## src/rtl/instruction_prefetch.sv

```systemverilog
`default_nettype none
// ============================================================================
//  Module      : instruction_prefetch
//  Description : Fetches instruction words from CS:fetch_address into a small
//                byte FIFO ahead of the decoder. The fetch pointer is reloaded
//                and the FIFO flushed whenever the IP is rewritten.
//  Revision    : 1.0 - initial release
// ============================================================================
module instruction_prefetch #(
    parameter int FIFO_DEPTH = 6
) (
    input  logic        clk,
    input  logic        reset,
    input  logic [15:0] cs,
    input  logic [15:0] new_ip,
    input  logic        load_new_ip,
    output logic        mem_access,
    input  logic        mem_ack,
    output logic [18:0] mem_address,
    input  logic [15:0] mem_data,
    output logic [7:0]  fetch_byte,
    output logic        fetch_valid,
    input  logic        fetch_ready
);

    localparam int          CW      = $clog2(FIFO_DEPTH + 1);
    localparam int          PW      = $clog2(FIFO_DEPTH);
    localparam logic [CW:0] DEPTH_W = (CW + 1)'(FIFO_DEPTH);

    typedef enum logic [0:0] {
        IDLE  = 1'b0,
        FETCH = 1'b1
    } state_t;

    state_t        state_q, state_d;
    logic [15:0]   fetch_address_q, fetch_address_d;
    logic          discard_q, discard_d;
    logic [18:0]   mem_address_q, mem_address_d;
    logic [CW-1:0] count_q, count_d;
    logic [PW-1:0] head_q, head_d;
    logic [7:0]    fifo_q [FIFO_DEPTH];

    logic          w_pop;
    logic [1:0]    w_push_n;
    logic [7:0]    w_push_b0;
    logic [7:0]    w_push_b1;
    logic [CW:0]   w_free_after_pop;
    logic [18:0]   w_word_addr;
    logic [PW-1:0] w_wr_idx0;
    logic [PW-1:0] w_wr_idx1;

    // Ring-buffer index arithmetic; depth need not be a power of two.
    function automatic logic [PW-1:0] ring_add(input logic [PW-1:0] base,
                                               input logic [CW-1:0] off);
        logic [CW:0] sum;
        sum = (CW + 1)'(base) + {1'b0, off};
        if (sum >= DEPTH_W) begin
            sum = sum - DEPTH_W;
        end
        return PW'(sum);
    endfunction

    assign w_pop            = fetch_valid & fetch_ready;
    assign w_free_after_pop = DEPTH_W - {1'b0, count_q} + {{CW{1'b0}}, w_pop};
    // Word address = ({cs,4'b0} + offset) >> 1; bit 0 of the offset never
    // carries because the segment contributes zeros in the low nibble.
    assign w_word_addr      = {cs, 3'b000} + {4'b0000, fetch_address_q[15:1]};
    assign w_wr_idx0        = ring_add(head_q, count_q);
    assign w_wr_idx1        = ring_add(head_q, count_q + CW'(1));

    assign mem_access  = (state_q == FETCH);
    assign mem_address = mem_address_q;
    assign fetch_valid = (count_q != '0);
    assign fetch_byte  = fifo_q[head_q];

    // Next-state: request sequencing, byte extraction, pointer and FIFO update.
    always_comb begin
        state_d         = state_q;
        fetch_address_d = fetch_address_q;
        discard_d       = discard_q;
        mem_address_d   = mem_address_q;
        head_d          = head_q;
        count_d         = count_q;
        w_push_n        = 2'd0;
        w_push_b0       = 8'h00;
        w_push_b1       = 8'h00;

        case (state_q)
            IDLE: begin
                if (!load_new_ip && (w_free_after_pop >= (CW + 1)'(2))) begin
                    state_d       = FETCH;
                    mem_address_d = w_word_addr;
                end
            end
            FETCH: begin
                if (mem_ack) begin
                    state_d   = IDLE;
                    discard_d = 1'b0;
                    if (!discard_q && !load_new_ip) begin
                        if (fetch_address_q[0]) begin
                            w_push_n        = 2'd1;
                            w_push_b0       = mem_data[15:8];
                            fetch_address_d = fetch_address_q + 16'd1;
                        end else begin
                            w_push_n        = 2'd2;
                            w_push_b0       = mem_data[7:0];
                            w_push_b1       = mem_data[15:8];
                            fetch_address_d = fetch_address_q + 16'd2;
                        end
                    end
                end else if (load_new_ip) begin
                    // Bus cycle cannot be cancelled; drop its data when it lands.
                    discard_d = 1'b1;
                end
            end
            default: state_d = IDLE;
        endcase

        if (load_new_ip) begin
            fetch_address_d = new_ip;
            head_d          = '0;
            count_d         = '0;
            w_push_n        = 2'd0;
        end else begin
            if (w_pop) begin
                head_d = ring_add(head_q, CW'(1));
            end
            count_d = count_q + CW'(w_push_n) - CW'(w_pop);
        end
    end

    // Control and pointer registers.
    always_ff @(posedge clk or negedge reset) begin
        if (!reset) begin
            state_q         <= IDLE;
            fetch_address_q <= 16'h0000;
            discard_q       <= 1'b0;
            mem_address_q   <= 19'h00000;
            count_q         <= '0;
            head_q          <= '0;
        end else begin
            state_q         <= state_d;
            fetch_address_q <= fetch_address_d;
            discard_q       <= discard_d;
            mem_address_q   <= mem_address_d;
            count_q         <= count_d;
            head_q          <= head_d;
        end
    end

    // FIFO storage: up to two bytes written at the tail per cycle.
    always_ff @(posedge clk or negedge reset) begin
        if (!reset) begin
            for (int i = 0; i < FIFO_DEPTH; i++) begin
                fifo_q[i] <= 8'h00;
            end
        end else begin
            if (w_push_n != 2'd0) begin
                fifo_q[w_wr_idx0] <= w_push_b0;
            end
            if (w_push_n == 2'd2) begin
                fifo_q[w_wr_idx1] <= w_push_b1;
            end
        end
    end

endmodule
`default_nettype wire
```

## config.mk

```make
export PLATFORM = sky130hd
export DESIGN_NAME = instruction_prefetch
export DESIGN_NICKNAME = d
export VERILOG_FILES = /design/src/rtl/instruction_prefetch.sv
export SDC_FILE = /design/constraint.sdc
export NUM_CORES = 1
export LEC_CHECK = 0
export ABC_AREA = 0
export CAP_MARGIN = 5
export CELL_PAD_IN_SITES_DETAIL_PLACEMENT = 2
export CELL_PAD_IN_SITES_GLOBAL_PLACEMENT = 2
export CORE_UTILIZATION = 41
export DETAILED_ROUTE_END_ITERATION = 7
export DONT_BUFFER_PORTS = 1
export GPL_TIMING_DRIVEN = 0
export MAX_ROUTING_LAYER = met4
export PLACE_DENSITY_LB_ADDON = 0.1
export SLEW_MARGIN = 20
export SYNTH_ARGS = -nofsm -noshare
export SYNTH_HDL_FRONTEND = slang
export SYNTH_SLANG_ARGS = --single-unit
```

## constraint.sdc

```tcl
create_clock -name clk -period 3.8 [get_ports clk]
set_input_delay 0.76 -clock clk [delete_from_list [all_inputs] [get_ports clk]]
set_output_delay 0.76 -clock clk [all_outputs]
set_load 0.03 [all_outputs]
```

# Yosys cells after proc, flatten, opt, wreduce, memory -nomap -nowiden
# Cells that the tools add are included.
dict set report classes {
  addsub 14
  n_bitwise 5
  n_eq_ne 1
  n_reduce_logical 15
  n_mux 40
  order_cmp 9
}
# op n
set ops {}
lappend ops {{48-bit bitwise mux} 2}
lappend ops {{48-bit 2-to-1 mux} 2}
lappend ops {{8-bit 2-to-1 mux} 12}
lappend ops {{16-bit 2-to-1 mux} 5}
lappend ops {{8-bit demux with 3-bit select} 2}
lappend ops {{8-bit binary-select mux with 3-bit select} 1}
lappend ops {{19-bit by 15-bit adder with 19-bit output} 1}
lappend ops {{3-bit 2-to-1 mux} 6}
lappend ops {{16-bit by 1-bit adder with 16-bit output (second input constant)} 1}
lappend ops {{16-bit by 2-bit adder with 16-bit output (second input constant)} 1}
lappend ops {{4-bit by 3-bit >= comparator with 1-bit output (second input constant)} 3}
lappend ops {{4-bit >= comparator (second input constant)} 3}
lappend ops {{3-bit inverter with 4-bit output} 3}
lappend ops {{2-bit 2-to-1 mux} 5}
lappend ops {{2-bit nonzero test} 5}
lappend ops {{3-bit subtractor (second input constant)} 3}
lappend ops {{3-bit by 3-bit adder with 4-bit output} 2}
lappend ops {{4-bit by 1-bit < comparator with 1-bit output (second input constant)} 2}
lappend ops {{3-bit by 1-bit adder with 4-bit output (second input constant)} 1}
lappend ops {{4-bit by 1-bit adder with 4-bit output} 1}
lappend ops {{4-bit by 2-bit >= comparator with 1-bit output (second input constant)} 1}
lappend ops {{1-bit logical AND} 4}
lappend ops {{1-bit 2-to-1 mux} 4}
lappend ops {{2-bit AND reduction} 2}
lappend ops {{other kinds (11)} 12}
dict set report word_totals {
  output_inout_bits 29
  register_bits 91
}

# Logic depth before layout (Yosys ltp)
# Gate-level depths: netlist of the first run.
dict set report depth {
  ltp_word 12
  ltp_mapped 13
  depth_no_buf 11
}

# Worst setup path after synthesis of the first run
# No wires, ideal clock.
dict set report synth_path {
  path_type {register to register}
  start {register head_q[1]}
  end {register fifo_q[32] in the netlist's numbering}
  slack_ns 0.871
  t_arrival_ns 2.804
  stages_incl_launch_ff 10
  setup_time_ns 0.125
  t_required_ns 3.675
  synth_period_minus_slack_ns 2.929
  cell_sequence {dfrtp_1 > buf_1 > inv_1 > fa_1 > xnor2_1 > a2111oi_0 > a21oi_1 > or3_1 > buf_6 > mux2_4}
}
dict set report synth_between {
  elab_chain_len 12
  word_cells_on_any_way 24
  cone_classes {4 x add/sub; 6 x order compare; 10 x mux; 2 x bitwise; 2 x reduce/logical}
}
# item line_no
set synth_rtl {}
lappend synth_rtl {{start: declaration} 40} ;# logic [PW-1:0] head_q, head_d;
lappend synth_rtl {{start signal: assignment} 140} ;# head_q <= '0;
lappend synth_rtl {{start signal: assignment} 147} ;# head_q <= head_d;
lappend synth_rtl {{3-bit by 3-bit adder with 4-bit output} 56} ;# sum = (CW + 1)'(base) + {1'b0, off};
lappend synth_rtl {{4-bit by 3-bit >= comparator with 1-bit output / 3-bit subtractor (equally long branches)} {57, 58}}
lappend synth_rtl {{3-bit 2-to-1 mux} 57} ;# if (sum >= DEPTH_W) begin
lappend synth_rtl {{3-bit inverter with 4-bit output (implied by the code)} 159} ;# fifo_q[w_wr_idx0] <= w_push_b0;
lappend synth_rtl {{4-bit >= comparator (implied by the code) / 4-bit by 1-bit < comparator with 1-bit output (equally long branches)} 159}
lappend synth_rtl {{1-bit logical AND (implied by the code)} 159}
lappend synth_rtl {{8-bit 2-to-1 mux (implied by the code)} 159}
lappend synth_rtl {{8-bit demux with 3-bit select} 159}
lappend synth_rtl {{48-bit bitwise mux} 159}
lappend synth_rtl {{48-bit 2-to-1 mux} 158} ;# if (w_push_n != 2'd0) begin
lappend synth_rtl {{48-bit bitwise mux} 162} ;# fifo_q[w_wr_idx1] <= w_push_b1;
lappend synth_rtl {{48-bit 2-to-1 mux *} 161} ;# if (w_push_n == 2'd2) begin
lappend synth_rtl {{end signal: indexed assignment} 159}
lappend synth_rtl {{end signal: indexed assignment} 162}
lappend synth_rtl {{end: declaration} 41} ;# logic [7:0] fifo_q [FIFO_DEPTH];
# Mark *: on every way between the ends. The rest lies on a longest branch, timed or not.
# A chain may end at the register's enable or synchronous reset.

# Worst setup path after layout of the first run
dict set report layout_path {
  start {register head_q[1]}
  end {register fifo_q[16] in the netlist's numbering}
}
# Same word-level chain as after synthesis.

==> results of run 1 <==
worst max-delay path by stage:
| stage | slack (ns) | start | cells after the start | end |
|---|---|---|---|---|
| 6_report | 0.26 | head_q[1]$_DFFE_PN0P_ | 8 | fifo_q[16]$_DFF_PN0_ |
| 5_1_grt | 0.03 | head_q[1]$_DFFE_PN0P_ | 8 | fifo_q[16]$_DFF_PN0_ |
| 4_1_cts | -0.009 | head_q[1]$_DFFE_PN0P_ | 8 | fifo_q[29]$_DFF_PN0_ |
| 3_5_place_dp | -0.20 | head_q[1]$_DFFE_PN0P_ | 8 | fifo_q[7]$_DFF_PN0_ |
| 3_3_place_gp | 0.01 | head_q[1]$_DFFE_PN0P_ | 8 | fifo_q[7]$_DFF_PN0_ |
| 2_1_floorplan | 0.87 | head_q[1]$_DFFE_PN0P_ | 9 | fifo_q[32]$_DFF_PN0_ |
registers in the layout, summed over array words and instances (netlist names):
name,count
mem_access,1
count_q,3
fetch_address_q,16
discard_q,1
fifo_q,48
mem_address,19
head_q,3
cell type report:
class	count	share of cell area, %
Sequential cell	91	33.8
Multi-Input combinational cell	462	53.8
Clock buffer	10	3.55
Inverter	29	1.61
Buffer	29	2.15
Clock inverter	6	1.65
Tap cell	184	3.42
routing by layer:
metal | global-route usage [%] | share of wire (%) | routed length [um]
met5 | - | 0 | 0
met4 | 6.31 | 0.81 | 164
met3 | 4.47 | 3.9 | 785
met2 | 45.2 | 49 | 9950
met1 | 37.6 | 46 | 9390
where the power goes:
part / switching, mW / total [mW] / internal (mW)
combinational: 1.27 / 2.19 / 0.917
sequential: 0.492 / 1.85 / 1.36
clock: 0.410 / 1.07 / 0.663
what timing repair did:
item / in CTS / in global routing
buffers inserted: 0 / 0
gates resized for setup: 2 / 8
endpoints found under the setup margin: 20 / 73
worst max-delay path, stage by stage, from the launching register on:
cell and delay (ns):
dfrtp_1 0.56, clkbuf_2 0.39, inv_1 0.18, fa_1 0.46
xnor2_1 0.23, a2111oi_1 0.66, nor2_1 0.19, nor3_2 0.59
o2bb2ai_1 0.19
placed cells by master (no fill, tap or decap), drive strengths merged, types with 15 or more instances in the layout:
cell	count
nand2	67
mux2	41
clkbuf	26
o21ai	37
o2bb2ai	16
ha	28
dfrtp	91
o31ai	20
a21oi	31
inv	30
o22ai	24
nor2	15
logic make-up after synthesis:
kind of cell / Yosys count / share of synthesized area (%)
xor+xnor: 27 / 3.85
simple gates: 147 / 12.0
mux: 61 / 13.4
fa+ha+maj: 32 / 7.01
flops: 91 / 37.1
buf+inv: 59 / 4.01
compound gates: 195 / 22.6
through the flow:
stage	total power [mW]	hold WS, ns	std cells	cell area, um^2	setup slack, ns
global placement	3.89	0.466	796	6370	0.00958
floorplan	3.48	0.464	612	6140	0.871
finish	5.11	0.101	811	6740	0.263
global route	5.43	0.0836	811	6740	0.0337
CTS	5.14	0.0889	812	6730	-0.00909
detailed placement	4.04	0.467	796	6370	-0.196
==> metrics, run 1 <==
Via Count a little over 5k; crit start category register; final-report hold violation count 0; clk_lat worst skew 0.35 ns; area of the multi-input gates between 3000 and 4000 um^2; PD cells approximately 760 nW/um^2; Initial Util a little over two fifths; outcome finished clean; TritonCTS sink count 91; Worst Setup Path Type reg2reg; Post-route DRC 0; Peak VDD IR approximately 0.00030 V; cts bufs inserted 9; largest net degree at the start of global routing 92; Clock Skews around 0.0062 ns; Synth Flop Type dfrtp_1; fin util 46.2%; antenna violations before repair 0; fin crit share 93.1%; area leader, netlist dfrtp_1; post-DP HPWL approximately 15 mm; Layout area overhead 9.74%; sequential fraction of the synthesis area 37.1%; GP Congestion 0.836; Rows 44; R2R depth 8; Worst-Margin Slew 0.945 ns; worst path required time ~4 ns; clk buf depth 2; flops & latches, synth roughly 90; Slew Limit Fails 0; Post-CTS Hold Fix Bufs 0; fmax approximately 280 MHz; min Tclk post-route 3.54 ns; CTS tree yes; top cells by count, synth dfrtp_1, nand2_1, o21ai_0, a21oi_1, inv_1; wire length of the first global-routing pass 33.1 mm; Syn Nets ~700; EDFF count, synth 0; Netlist cell types 66; most frequent cell after synthesis dfrtp_1; share of cells above drive strength 1 a little over an eighth; synth top area cells dfrtp_1, ha_1, nand2_1; Starting DRT DRC Count approximately 200; # setup viols final 0; IO Count between 80 and 90; Die Wd around 120 um; Via density between 6 and 7; clock-pin slew on the worst setup and hold paths 0.07 ns; WL final between 20 and 25 mm; Synth top area share roughly 37%; Post-synth ARST share 100%; syn_area_per_cell ~10 um^2; remaining global-route overflow 0; reg-to-reg setup timing slack 0.26 ns; register area between 2000 and 2500 um^2; die height about 120 um; n_diodes 0; Detail Route Antenna Nets 0; crit end category register; MaxCap Viol Count 0; final setup TNS 0 ns; htree depth 3; Die Area 15,500 um^2; vias in the first global route 5,763; crit-path max FO 10; per-cell routed wire length ~25 um; nets just over 700; Ys Warns 0; Reg2Reg Launch Point head_q[1]$_DFFE_PN0P_; Post-Syn Area about 6000 um^2; min-delay worst type in2async; root buf cell clkbuf_16; r2r endpoint fifo_q[16]$_DFF_PN0_; Slew HR 36.4%; First-pass DRT Iterations 4; core area 14,600 um^2; unrepaired setup endpoints after global routing no; gr usage total 28.2%; CP arrival around 3.8 ns; Post-Synthesis Cells about 610; PortBufs 0; static leakage 2.86 nW; Fillers 1,545
No activity file was read; power rests on OpenSTA's default activity.
==> run 2, diff against run 1 <==
--- a/config.mk
+++ b/config.mk
@@ -9,7 +9,8 @@
 export CAP_MARGIN = 5
 export CELL_PAD_IN_SITES_DETAIL_PLACEMENT = 2
 export CELL_PAD_IN_SITES_GLOBAL_PLACEMENT = 2
-export CORE_UTILIZATION = 41
+export CORE_UTILIZATION = 40
+export CTS_CLUSTER_SIZE = 20
 export DETAILED_ROUTE_END_ITERATION = 7
 export DONT_BUFFER_PORTS = 1
 export GPL_TIMING_DRIVEN = 0
==> run 2 against run 1 <==
  * Global-route usage grew 0.14 points
  * Clock power shrank 9%
  * Sequential power about the same
  * Die area is 2.5% higher
  * Combinational power about the same
  * Largest power group unchanged
  * Highest routed layer unchanged
==> metrics, run 2 (same netlist as run 1, synthesis figures left out) <==
outcome finished clean (unchanged); Peak VDD IR 0.000280 V (was 0.000298 V); post-CTS setup buffers 0 (unchanged); Int Pwr 2.83 mW (was 2.93 mW); Die Wd 126 um (was 124 um); unrepaired setup endpoints after global routing no (unchanged); TritonCTS sink count 91 (unchanged); max incr delay on CP 0.74 ns (was 0.66 ns); Detail Route Antenna Nets 0 (unchanged); fin worst setup slack 0.180 ns (was 0.263 ns); Layout area overhead 8.98% (was 9.74%); WL final 20.7 mm (was 20.3 mm); clk_lat worst skew 0.35 ns (about the same); Initial Util 41.6% (was 42.1%); core area 14,800 um^2 (was 14,600 um^2); # setup viols final 0 (unchanged); Slew HR 32.9% (was 36.4%); CP Cell Sequence clkbuf_2 > clkbuf_1 > mux2i_1 > o22ai_1 (was clkbuf_2 > inv_1 > fa_1 > xnor2_1 > a2111oi_1 > nor2_1 > nor3_2 > o2bb2ai_1); antenna violations before repair 0 (unchanged); most common cell after layout, fill and taps aside dfrtp_1 (unchanged); Switching Fraction 43.5% (was 42.6%); Post-CTS Hold Fix Bufs 0 (unchanged); Via Count 5,090 (was 5,125); Final Cell Area 6690 um^2 (was 6740 um^2); htree depth 3 (unchanged); cts bufs inserted 9 (unchanged); Reg with most FFs fifo_q (unchanged); per-cell routed wire length 25.6 um (was 25.0 um); MaxCap Viol Count 0 (unchanged); Via density 6.28 (was 6.32); R2R depth 8 (unchanged); delay-heaviest family, CP buffers and inverters (was compound AO/OA/AOI/OAI gates); Worst Setup Path Type reg2out (was reg2reg); gr usage total 28.4% (was 28.2%); First-pass DRT Iterations 4 (unchanged); Slew Limit Fails 0 (unchanged); root buf cell clkbuf_16 (unchanged); hold slack 0.102 ns (was 0.101 ns); nets 707 (unchanged); n_diodes 0 (unchanged); min Tclk post-route 3.62 ns (was 3.54 ns); most frequent cells in the layout dfrtp_1, nand2_1, o21ai_0 (unchanged); post-DP HPWL 14.9 mm (was 14.7 mm); Clock Skews 0.00486 ns (was 0.00623 ns); switching power 2.19 mW (was 2.18 mW); M1 WL 9.45 mm (was 9.39 mm); Starting DRT DRC Count 235 (was 199); IO Count 82 (unchanged); sequential power share 36.6% (was 36.1%); largest net degree at the start of global routing 92 (unchanged); highest routed layer met4 (unchanged); crit end category primary output (was register); remaining global-route overflow 0 (unchanged); reg-to-reg setup timing slack 0.24 ns (was 0.26 ns); pre-CTS WS -0.141 ns (was -0.196 ns); PD cells 750 nW/um^2 (was 758 nW/um^2); crit path buf inv count 2 (unchanged); crit-path max FO 10 (unchanged); die height 126 um (was 124 um); worst path required time 3.04 ns (was 4.07 ns); clk buf depth 2 (unchanged); Post-route DRC 0 (unchanged); Reg2Reg Launch Point head_q[1]$_DFFE_PN0P_ (unchanged); vias in the first global route 5,639 (was 5,763); clock network fraction of total power 19.3% (was 21.0%); crit start category register (unchanged); met2 routed WL 9.61 mm (was 9.95 mm); final-report hold violation count 0 (unchanged); static leakage 2.83 nW (was 2.86 nW); slowest CP cell o22ai_1 (was a2111oi_1); share of cells above drive strength 1 13.7% (unchanged); PortBufs 0 (unchanged); Worst-Margin Slew 1.00 ns (was 0.945 ns); fin crit share 95.3% (was 93.1%); Die Area 15,900 um^2 (was 15,500 um^2); fmax 276 MHz (was 283 MHz); min-delay worst type in2async (unchanged); GP Congestion 0.859 (was 0.836); wire length of the first global-routing pass 33.0 mm (was 33.1 mm); max reg flops 48 (unchanged); Rows 44 (unchanged); Comb pwr share 44.0% (was 42.9%); Met3 Wirelength 1.41 mm (was 785 um); clock-pin slew on the worst setup and hold paths 0.07 ns (about the same); area post-placement 6370 um^2 (unchanged); r2r endpoint fifo_q[20]$_DFF_PN0_ (was fifo_q[16]$_DFF_PN0_); CTS tree yes (unchanged); CP arrival 2.86 ns (was 3.80 ns)
-- run 2: worst register-to-register path: cells and delay by family, from the launching register on --
| kind | cells | cell delay, ns |
|---|---|---|
| AND/OR/NAND/NOR | 2 | 0.87 |
| AO/OA/AOI/OAI | 2 | 0.84 |
| flip-flops | 1 | 0.51 |
| XOR/XNOR | 1 | 0.22 |
| adder cells (fa/ha/maj) | 1 | 0.45 |
| buffers and inverters | 2 | 0.58 |
-- run 2: stage by stage --
step	cells	utilization, %	power, mW	setup TNS, ns
after global routing	811	45.4	5.34	0
after floorplan	612	-	3.48	0
after CTS	812	45.4	5.06	0
after detailed placement	796	43.2	4.06	-2.32
final	811	45.4	5.02	0
after global placement	796	43.2	3.92	0
-- run 2: final cells by class --
class / instances / area, um^2
sequential: 91 / 2280
fill: 1574 / 8060
tap: 184 / 230
inverter: 29 / 109
buffer: 29 / 140
multi-input combinational: 462 / 3620
clock inverter: 3 / 45.0
clock buffer: 13 / 270
-- run 2: how the worst max path moves through the flow --
stage	cells past startpoint	endpoint	from
floorplan	9	fifo_q[32]$_DFF_PN0_	head_q[1]$_DFFE_PN0P_
global placement	8	fifo_q[7]$_DFF_PN0_	head_q[1]$_DFFE_PN0P_
detailed placement	12	mem_access$_DFF_PN0_	count_q[1]$_DFF_PN0_
CTS	12	mem_access$_DFF_PN0_	count_q[1]$_DFF_PN0_
global route	8	fifo_q[24]$_DFF_PN0_	head_q[1]$_DFFE_PN0P_
finish	4	fetch_byte[4]	head_q[0]$_DFFE_PN0P_
-- run 2: repair_timing --
item	4_1_cts	5_1_grt
gates resized for setup	3	5
gates cloned	0	0
endpoints found under the setup margin	40	12
-- run 2: power groups by stage --
stage	Combinational (mW)	Sequential (mW)	Clock [mW]
5_1_grt	2.43	1.89	1.02
3_3_place_gp	2.09	1.83	0
3_5_place_dp	2.20	1.86	0
6_report	2.21	1.84	0.970
4_1_cts	2.22	1.84	0.994
2_1_floorplan	1.72	1.76	0
-- run 2: metal layers --
| metal | GRT usage (%) | up-vias |
|---|---|---|
| met4 | 8.29 | 0 |
| met5 | - | - |
| met1 | 38.7 | 2627 |
| li1 | - | 2317 |
| met2 | 43.2 | 130 |
| met3 | 4.67 | 16 |
